$ cat src/rtl/mul_pkg.sv
// Shared types and the operand-extension helper for the M-extension multiplier.
// Latency: n/a (package only).
// Backpressure: n/a (package only).
package mul_pkg;

  // Widest supported operand; narrower units zero-pad into this width.
  localparam int XLEN_MAX = 64;

  typedef enum logic [2:0] {
    MUL    = 3'b000,
    MULH   = 3'b001,
    MULHSU = 3'b010,
    MULHU  = 3'b011
  } mul_op_t;

  // Both operands widened by one bit so a single signed multiplier covers
  // signed, unsigned and mixed-sign products.
  typedef struct packed {
    logic [XLEN_MAX:0] a;
    logic [XLEN_MAX:0] b;
  } ext_ops_t;

  // a/b hold an xlen-bit operand in their low bits; the result carries each
  // operand extended from bit xlen-1 upward according to the opcode.
  function automatic ext_ops_t ext_operands(input logic [2:0]          op,
                                            input logic [XLEN_MAX-1:0] a,
                                            input logic [XLEN_MAX-1:0] b,
                                            input int                  xlen);
    ext_ops_t r;
    logic     a_sgn;
    logic     b_sgn;
    a_sgn = (op != MULHU) && a[xlen-1];
    b_sgn = ((op == MUL) || (op == MULH)) && b[xlen-1];
    for (int i = 0; i < XLEN_MAX; i++) begin
      r.a[i] = (i < xlen) ? a[i] : a_sgn;
      r.b[i] = (i < xlen) ? b[i] : b_sgn;
    end
    r.a[XLEN_MAX] = a_sgn;
    r.b[XLEN_MAX] = b_sgn;
    return r;
  endfunction

endpackage

$ cat src/rtl/mul_pipe_core.sv
// Signed (XLEN+1)x(XLEN+1) multiply with STAGES-1 balancing registers.
// Latency: STAGES-1 cycles (combinational when STAGES = 1).
// Backpressure: every register advances only on i_en; all hold otherwise.
// Ports: clk/reset, i_en shared advance, i_a/i_b extended operands,
//        o_prod low 2*XLEN bits of the signed product.
module mul_pipe_core #(
  parameter int XLEN   = 32,
  parameter int STAGES = 3
) (
  input  logic              clk,
  input  logic              reset,
  input  logic              i_en,
  input  logic [XLEN:0]     i_a,
  input  logic [XLEN:0]     i_b,
  output logic [2*XLEN-1:0] o_prod
);

  // Only the low 2*XLEN bits are ever selected, so the product is formed at
  // that width; the dropped top bits cannot influence the kept ones.
  localparam int PW = 2 * XLEN;

  if (STAGES == 1) begin : g_comb
    assign o_prod = PW'($signed(i_a)) * PW'($signed(i_b));
  end else begin : g_pipe
    logic [XLEN:0] r_a;
    logic [XLEN:0] r_b;
    logic [PW-1:0] w_mul;

    always_ff @(posedge clk or posedge reset) begin
      if (reset) begin
        r_a <= '0;
        r_b <= '0;
      end else if (i_en) begin
        r_a <= i_a;
        r_b <= i_b;
      end
    end

    assign w_mul = PW'($signed(r_a)) * PW'($signed(r_b));

    if (STAGES == 2) begin : g_noret
      assign o_prod = w_mul;
    end else begin : g_ret
      // Retiming registers behind the multiplier so synthesis can pull them
      // into the DSP pipeline.
      logic [PW-1:0] r_ret [STAGES-2];

      always_ff @(posedge clk or posedge reset) begin
        if (reset) begin
          for (int i = 0; i < STAGES - 2; i++) r_ret[i] <= '0;
        end else if (i_en) begin
          r_ret[0] <= w_mul;
          for (int i = 1; i < STAGES - 2; i++) r_ret[i] <= r_ret[i-1];
        end
      end

      assign o_prod = r_ret[STAGES-3];
    end
  end

endmodule

$ cat src/rtl/mul_pipe_unit.sv
// Pipelined RV32M/RV64M multiply unit (MUL/MULH/MULHSU/MULHU) with tag and flush.
// Latency: STAGES cycles from in_valid sampled to out_valid; 1 op/cycle.
// Backpressure: out_valid && !out_ready freezes every stage and drops in_ready.
// Ports: clk, reset (async, active-high), flush; in_valid/in_ready with
//        funct3, a, b, in_tag; out_valid/out_ready with result, out_tag; busy.
module mul_pipe_unit
  import mul_pkg::*;
#(
  parameter int XLEN   = 32,
  parameter int STAGES = 3,
  parameter int TAG_W  = 5
) (
  input  logic             clk,
  input  logic             reset,
  input  logic             flush,
  input  logic             in_valid,
  output logic             in_ready,
  input  logic [2:0]       funct3,
  input  logic [XLEN-1:0]  a,
  input  logic [XLEN-1:0]  b,
  input  logic [TAG_W-1:0] in_tag,
  output logic             out_valid,
  input  logic             out_ready,
  output logic [XLEN-1:0]  result,
  output logic [TAG_W-1:0] out_tag,
  output logic             busy
);

  logic              w_adv;
  logic              w_accept;
  ext_ops_t          w_ext;
  logic [XLEN:0]     w_a_ext;
  logic [XLEN:0]     w_b_ext;
  logic [2*XLEN-1:0] w_prod;
  logic [2:0]        w_sel_op;
  logic [XLEN-1:0]   w_sel_res;

  logic [STAGES-1:0] r_vld;
  logic [TAG_W-1:0]  r_tag [STAGES];
  logic [XLEN-1:0]   r_res;

  // Whole pipe moves as one; bubbles are kept, never collapsed.
  assign w_adv    = !r_vld[STAGES-1] || out_ready;
  assign in_ready = w_adv && !flush && !reset;
  assign w_accept = in_valid && in_ready;

  assign w_ext   = ext_operands(funct3, XLEN_MAX'(a), XLEN_MAX'(b), XLEN);
  assign w_a_ext = w_ext.a[XLEN:0];
  assign w_b_ext = w_ext.b[XLEN:0];

  mul_pipe_core #(
    .XLEN   (XLEN),
    .STAGES (STAGES)
  ) u_core (
    .clk    (clk),
    .reset  (reset),
    .i_en   (w_adv),
    .i_a    (w_a_ext),
    .i_b    (w_b_ext),
    .o_prod (w_prod)
  );

  // The opcode is needed only at the final stage for result selection, so
  // it rides alongside the core registers and is consumed one stage early.
  if (STAGES == 1) begin : g_op_direct
    assign w_sel_op = funct3;
  end else begin : g_op_pipe
    logic [2:0] r_op [STAGES-1];

    always_ff @(posedge clk or posedge reset) begin
      if (reset) begin
        for (int i = 0; i < STAGES - 1; i++) r_op[i] <= '0;
      end else if (w_adv) begin
        r_op[0] <= funct3;
        for (int i = 1; i < STAGES - 1; i++) r_op[i] <= r_op[i-1];
      end
    end

    assign w_sel_op = r_op[STAGES-2];
  end

  // Reserved funct3 values (1xx) flow through normally and return zero.
  always_comb begin
    w_sel_res = '0;
    case (w_sel_op)
      MUL:                 w_sel_res = w_prod[XLEN-1:0];
      MULH, MULHSU, MULHU: w_sel_res = w_prod[2*XLEN-1:XLEN];
      default:             w_sel_res = '0;
    endcase
  end

  always_ff @(posedge clk or posedge reset) begin
    if (reset) begin
      r_vld <= '0;
      r_res <= '0;
      for (int i = 0; i < STAGES; i++) r_tag[i] <= '0;
    end else begin
      if (w_adv) begin
        r_res    <= w_sel_res;
        r_tag[0] <= in_tag;
        for (int i = 1; i < STAGES; i++) r_tag[i] <= r_tag[i-1];
      end
      // Flush only kills valid bits; stale data/tags are harmless.
      if (flush) begin
        r_vld <= '0;
      end else if (w_adv) begin
        r_vld[0] <= w_accept;
        for (int i = 1; i < STAGES; i++) r_vld[i] <= r_vld[i-1];
      end
    end
  end

  assign out_valid = r_vld[STAGES-1];
  assign result    = r_res;
  assign out_tag   = r_tag[STAGES-1];
  assign busy      = |r_vld;

endmodule
$ cat config.mk
export PLATFORM = sky130hd
export DESIGN_NAME = mul_pipe_unit
export DESIGN_NICKNAME = d
export VERILOG_FILES = /design/src/rtl/mul_pkg.sv /design/src/rtl/mul_pipe_core.sv /design/src/rtl/mul_pipe_unit.sv
export SDC_FILE = /design/constraint.sdc
export NUM_CORES = 2
export LEC_CHECK = 0
export BUFFER_PORTS_ARGS = -buffer_cell sky130_fd_sc_hd__buf_2
export CORE_UTILIZATION = 48
export DETAILED_ROUTE_END_ITERATION = 6
export PLACE_DENSITY = 0.66
export SYNTH_ARGS = -nofsm -noshare
export SYNTH_HDL_FRONTEND = slang
export SYNTH_SLANG_ARGS = --single-unit
$ cat constraint.sdc
create_clock -name clk -period 8.77 [get_ports clk]
set_input_delay 1.754 -clock clk [delete_from_list [all_inputs] [get_ports clk]]
set_output_delay 1.754 -clock clk [all_outputs]
set_load 0.005 [all_outputs]
# Word level (Yosys, flattened, before mapping)
# Index checks and enable logic that the tools add are counted.
# W data, S select, Z words.
# word_totals
ff_bits	186
input_bits	77
output_inout_bits	40
wordCells	34
# classes
mul	1
eq_ne	5
mux	3
reduce_logical	15
# op_table
operator	count
$mul A33 B33 Y64	1
$pmux W32 S2	1
$eq A3 B1 Y1 const B	2
$eq A3 B2 Y1 const B	2
$logic_not A3 Y1	2
$mux W3	2
$reduce_or A3 Y1	2
$logic_and A1 B1 Y1	5
$logic_not A1 Y1	3
$ne A3 B2 Y1 const B	1
$logic_or A1 B1 Y1	2
$reduce_bool A2 Y1	1

# Logic depth before layout (Yosys ltp)
# depth
depth_word	7
mapped_depth	29
depth_no_buf	27

# By module
# Synthesis repeated with hierarchy kept, for this count alone.
# unflattened
hier_cells	4710
hier_area_um2	45740.1
# by_module_without_submodules
mod	instances	cells_per_inst	area_per_inst_um2	seq_area_each_um2
mul_pipe_core	1	4458	43255.2	3253.1
mul_pipe_unit	1	252	2484.9	1401.3

# Worst setup path before layout
# Ideal clock, no wire load.
# synth_path
kind	flip-flop to flip-flop
from	reg u_core.g_pipe.r_a[32]
to	reg u_core.g_pipe.g_ret.r_ret (netlist bit u_core.o_prod[61])
setup_time_ns	0.069
arrival_ns	7.783
t_required_ns	8.701
slack_ns	0.918
path_stages_with_launch	26
path_buffers	2
period_less_slack_ns	7.852
cell_sequence	dfrtp_1 -> clkbuf_1 -> nand2_1 -> inv_1 -> fa_1 -> fa_1 -> fa_1 -> inv_1 -> fa_1 -> inv_1 -> fa_1 -> fa_1 -> fa_1 -> inv_1 -> fa_1 -> inv_1 -> ha_1 -> clkbuf_1 -> and3_1 -> nand2_1 -> nor2_1 -> o211ai_1 -> a31oi_1 -> a31oi_1 -> or4b_1 -> nand3_1
# synth_between
elab_chain_cells	1
# synth_rtl
item	line	source
start: declaration	mul_pipe_core.sv:25	logic [XLEN:0] r_a;
start signal: assignment	mul_pipe_core.sv:34	r_a <= i_a;
$mul A33 B33 Y64	mul_pipe_core.sv:39	assign w_mul = PW'($signed(r_a)) * PW'($signed(r_b));
end: declaration	mul_pipe_core.sv:46	logic [PW-1:0] r_ret [STAGES-2];
# No other way between the ends.
# A chain may end at the register's enable or synchronous reset.

# Worst setup path in the final report
# layout_path
from	reg u_core.g_pipe.r_b[11]
to	reg u_core.g_pipe.g_ret.r_ret (netlist bit u_core.o_prod[61])
# layout_between
elab_chain_cells	1
# layout_rtl
item	line	source
start: declaration	mul_pipe_core.sv:26	logic [XLEN:0] r_b;
start signal: assignment	mul_pipe_core.sv:35	r_b <= i_b;
$mul A33 B33 Y64	mul_pipe_core.sv:39	
# No other way between the ends.

==> results.txt <==
Outcome: complete, no violations
Global-route wire length before repair: 193 mm
Worst Hold Launch: r_tag[11]$_DFFE_PP0N_
Hold EP: r_tag[11]$_DFFE_PP0N_
M2 GR Usage: 45.4%
Fmax achieved: 118 MHz
Met1 GRT Util: 34.8%
Synth warn: 0
CTS Sinks: 186
Row count: 112
Core ar.: 93300 um2
Routed WL: 117 mm
GRT Max-Usage Layer: met2
Final Hold Violating Endpoints: 0
Worst slew margin: 24.8%
Pre-CTS setup slack: 0.434 ns
Post-DRT Antenna Nets: 0
RSZ-0062 raised after global routing: false
Yosys top cell area share: 49.9%
Worst slew pin tran: 1.13 ns
# H-tree levels: 4
Chip Height: 309 um
Initial core utilization: 48.4%
Tmin final: 8.46 ns
Share of cells above drive strength 1: 6.13%
Max-slew violations: 0
Synth Register Bits: 186
Syn Inst Count: 4874
Drt via density: 5.17
Post-synthesis adder-cell area fraction: 55.7%
Max-cap violations: 0
Dominant synthesized flop cell: dfrtp_1
Vias after detailed routing: 31700
Dpl hpwl: 98.1 mm
GRT Total Usage: 26.3%
Final Wtd Congestion: 0.900
Startpoint types: register
Setup TNS: 0 ns
Number of distinct library cells after synthesis: 57
WHS Path Cells: 2
Total grt overflow: 0
Crit Path Max Fanout: 23
Chip width: 309 um
Met3 usage: 3.07%
Area of the mapped netlist: 45200 um2
P&R area growth vs syn: 6.07%
Count leader, synth: fa_1
Post-CTS Setup Bufs: 0
Area leader, netlist: fa_1
Area contributors post-synth: fa_1, dfrtp_1, inv_1
Post-Synth Simple-Gate Area: 17.2%
Setup slack, reg-to-reg: 0.31 ns
Initial antenna violation count: 4
Dpl cell area: 47300 um2
FILL cells: 8700
R2r startpoint: u_core.g_pipe.r_b[11]$_DFFE_PP0N_
TritonCTS clock tree: yes
Max Root-Sink Buffers: 2
Required @ worst endpoint: 9.21 ns
Design area: 47900 um2
Clock-pin slew of the registers on the worst-case setup and hold paths: 0.10 ns
Num ports: 117
Syn_nets: 6288
Number of port buffers: 116
Crit Path Class: reg -> reg
CTS resizes: 0
Post-synth EDFFs: 0
Compound-Gate Fraction of Synth Area: 3.85%
Commonest cells post-synth: fa_1, inv_1, nand2_1
Portion of netlist area occupied by mux cells: 0%
Vias in the first global route: 35200
CTS Buf Count: 17
Crit path DAT: 8.90 ns
Hold WS: 0.470 ns
Largest family of logic cells by synthesized area: adder cells
Mean post-synth cell area: 9.27 um2
# setup viols final: 0
Full die area: 95400 um2
DRC: 0
Diodes inserted: 0
R2R depth: 27
Sequential area share after synthesis: 10.3%
Clk root buf: clkbuf_16
DR iter-0 viols: 1858
Clock skew: 0.0239 ns
Final setup margin: 0.309 ns
CTS Hold Bufs: 0
Synth async-reset ratio: 100%
Post-DR wirelength/cell: 19.1 um
Worst setup EP type: register
Final #Nets: 6280
Final Cycle Share: 96.5%
Post-synthesis xor/xnor area fraction: 1.53%
RR Endpoint: u_core.o_prod[61]$_DFFE_PP0N_
First drt pass iteration count: 7
Largest net degree at the start of global routing: 181
Clk_lat worst skew: 0.51 ns
Hold WC Path Type: reg -> reg
[stage by stage]
stage                     instances  util [%]
after floorplan                4874         -
after global placement         6101      50.7
after detailed placement       6101      50.7
after CTS                      6133      51.3
after global routing           6133      51.3
final                          6133      51.3
[cell families after synthesis]
| family | after synthesis |
|---|---|
| simple gates | 1639 |
| buf+inv | 1364 |
| fa+ha+maj | 1337 |
| compound gates | 269 |
| flops | 186 |
| xor+xnor | 79 |
[worst max-delay path by stage]
stage                                       from                             to  slack [ns]  depth (start not counted)
2_1_floorplan  u_core.g_pipe.r_a[32]$_DFFE_PP0N_  u_core.o_prod[61]$_DFFE_PP0N_        0.92                         25
4_1_cts        u_core.g_pipe.r_b[13]$_DFFE_PP0N_  u_core.o_prod[61]$_DFFE_PP0N_        0.36                         26
5_1_grt        u_core.g_pipe.r_b[11]$_DFFE_PP0N_  u_core.o_prod[61]$_DFFE_PP0N_        0.02                         27
3_5_place_dp    u_core.g_pipe.r_b[9]$_DFFE_PP0N_  u_core.o_prod[61]$_DFFE_PP0N_        0.43                         24
6_report       u_core.g_pipe.r_b[11]$_DFFE_PP0N_  u_core.o_prod[61]$_DFFE_PP0N_        0.31                         27
3_3_place_gp   u_core.g_pipe.r_a[13]$_DFFE_PP0N_  u_core.o_prod[61]$_DFFE_PP0N_        0.40                         26
[layout by cell type (no fill, tap or decap), drive strengths merged, types with 3 or more instances in the layout]
master     n
fa      1125
inv     1100
nand2    859
and2     544
buf      247
ha       212
dfrtp    186
nor2     137
a21oi     96
o21ai     50
xnor2     48
a221oi    36
xor2      31
nor2b     29
a21o      25
clkbuf    19
nand3     14
nand2b    14
a31oi     12
o21bai    12
and3      12
nand4      8
nor3       8
a211oi     7
o21a       6
o211ai     6
or3        4
o31ai      4
a31o       3
a21boi     3
[cell type report]
cell class	count	area, um2	area share, %
sequential	186	4660	9.72
multi-input combinational	3324	35400	73.9
clock buffer	19	433	0.903
tap	1254	1570	3.27
clock inverter	13	139	0.290
inverter	1090	4100	8.55
timing repair buffer	247	1630	3.39
[per-layer routing]
metal  wire length [um]  share of wire, %  vias to the layer above
li1                   -                 -                    14000
met1              47300                40                    16600
met2              59900                51                      923
met3               6280               5.4                      201
met4               3780               3.2                        4
met5                 23             0.020                        -
[flip-flops by register name (all words and copies together) (netlist names)]
signal and flops:
g_op_pipe.r_op 3, out_tag 5, r_tag 10, r_vld 3, result 32, u_core.g_pipe.r_a 33, u_core.g_pipe.r_b 33, u_core.o_prod 64
w_sel_op 3
[critical path: stages (launching register included)]
cell and delay [ns]:
dfrtp_1 0.97, buf_4 0.31, nand2_1 0.08, fa_1 0.53, inv_1 0.06, fa_1 0.44
fa_1 0.49, inv_1 0.05, fa_1 0.41, fa_1 0.54, inv_1 0.05, fa_1 0.54
fa_1 0.51, inv_1 0.05, fa_1 0.48, inv_1 0.06, ha_1 0.36, a21o_1 0.20
a31oi_1 0.14, a21oi_1 0.23, nand4b_1 0.18, a211oi_1 0.37, buf_4 0.20, o211ai_1 0.15
a31oi_1 0.26, a31oi_1 0.14, or4b_1 0.48, nand3_1 0.08
Power is left out: the tool's default activity adds up to more than one toggle a clock period on the data nets, which glitch-free logic cannot reach.
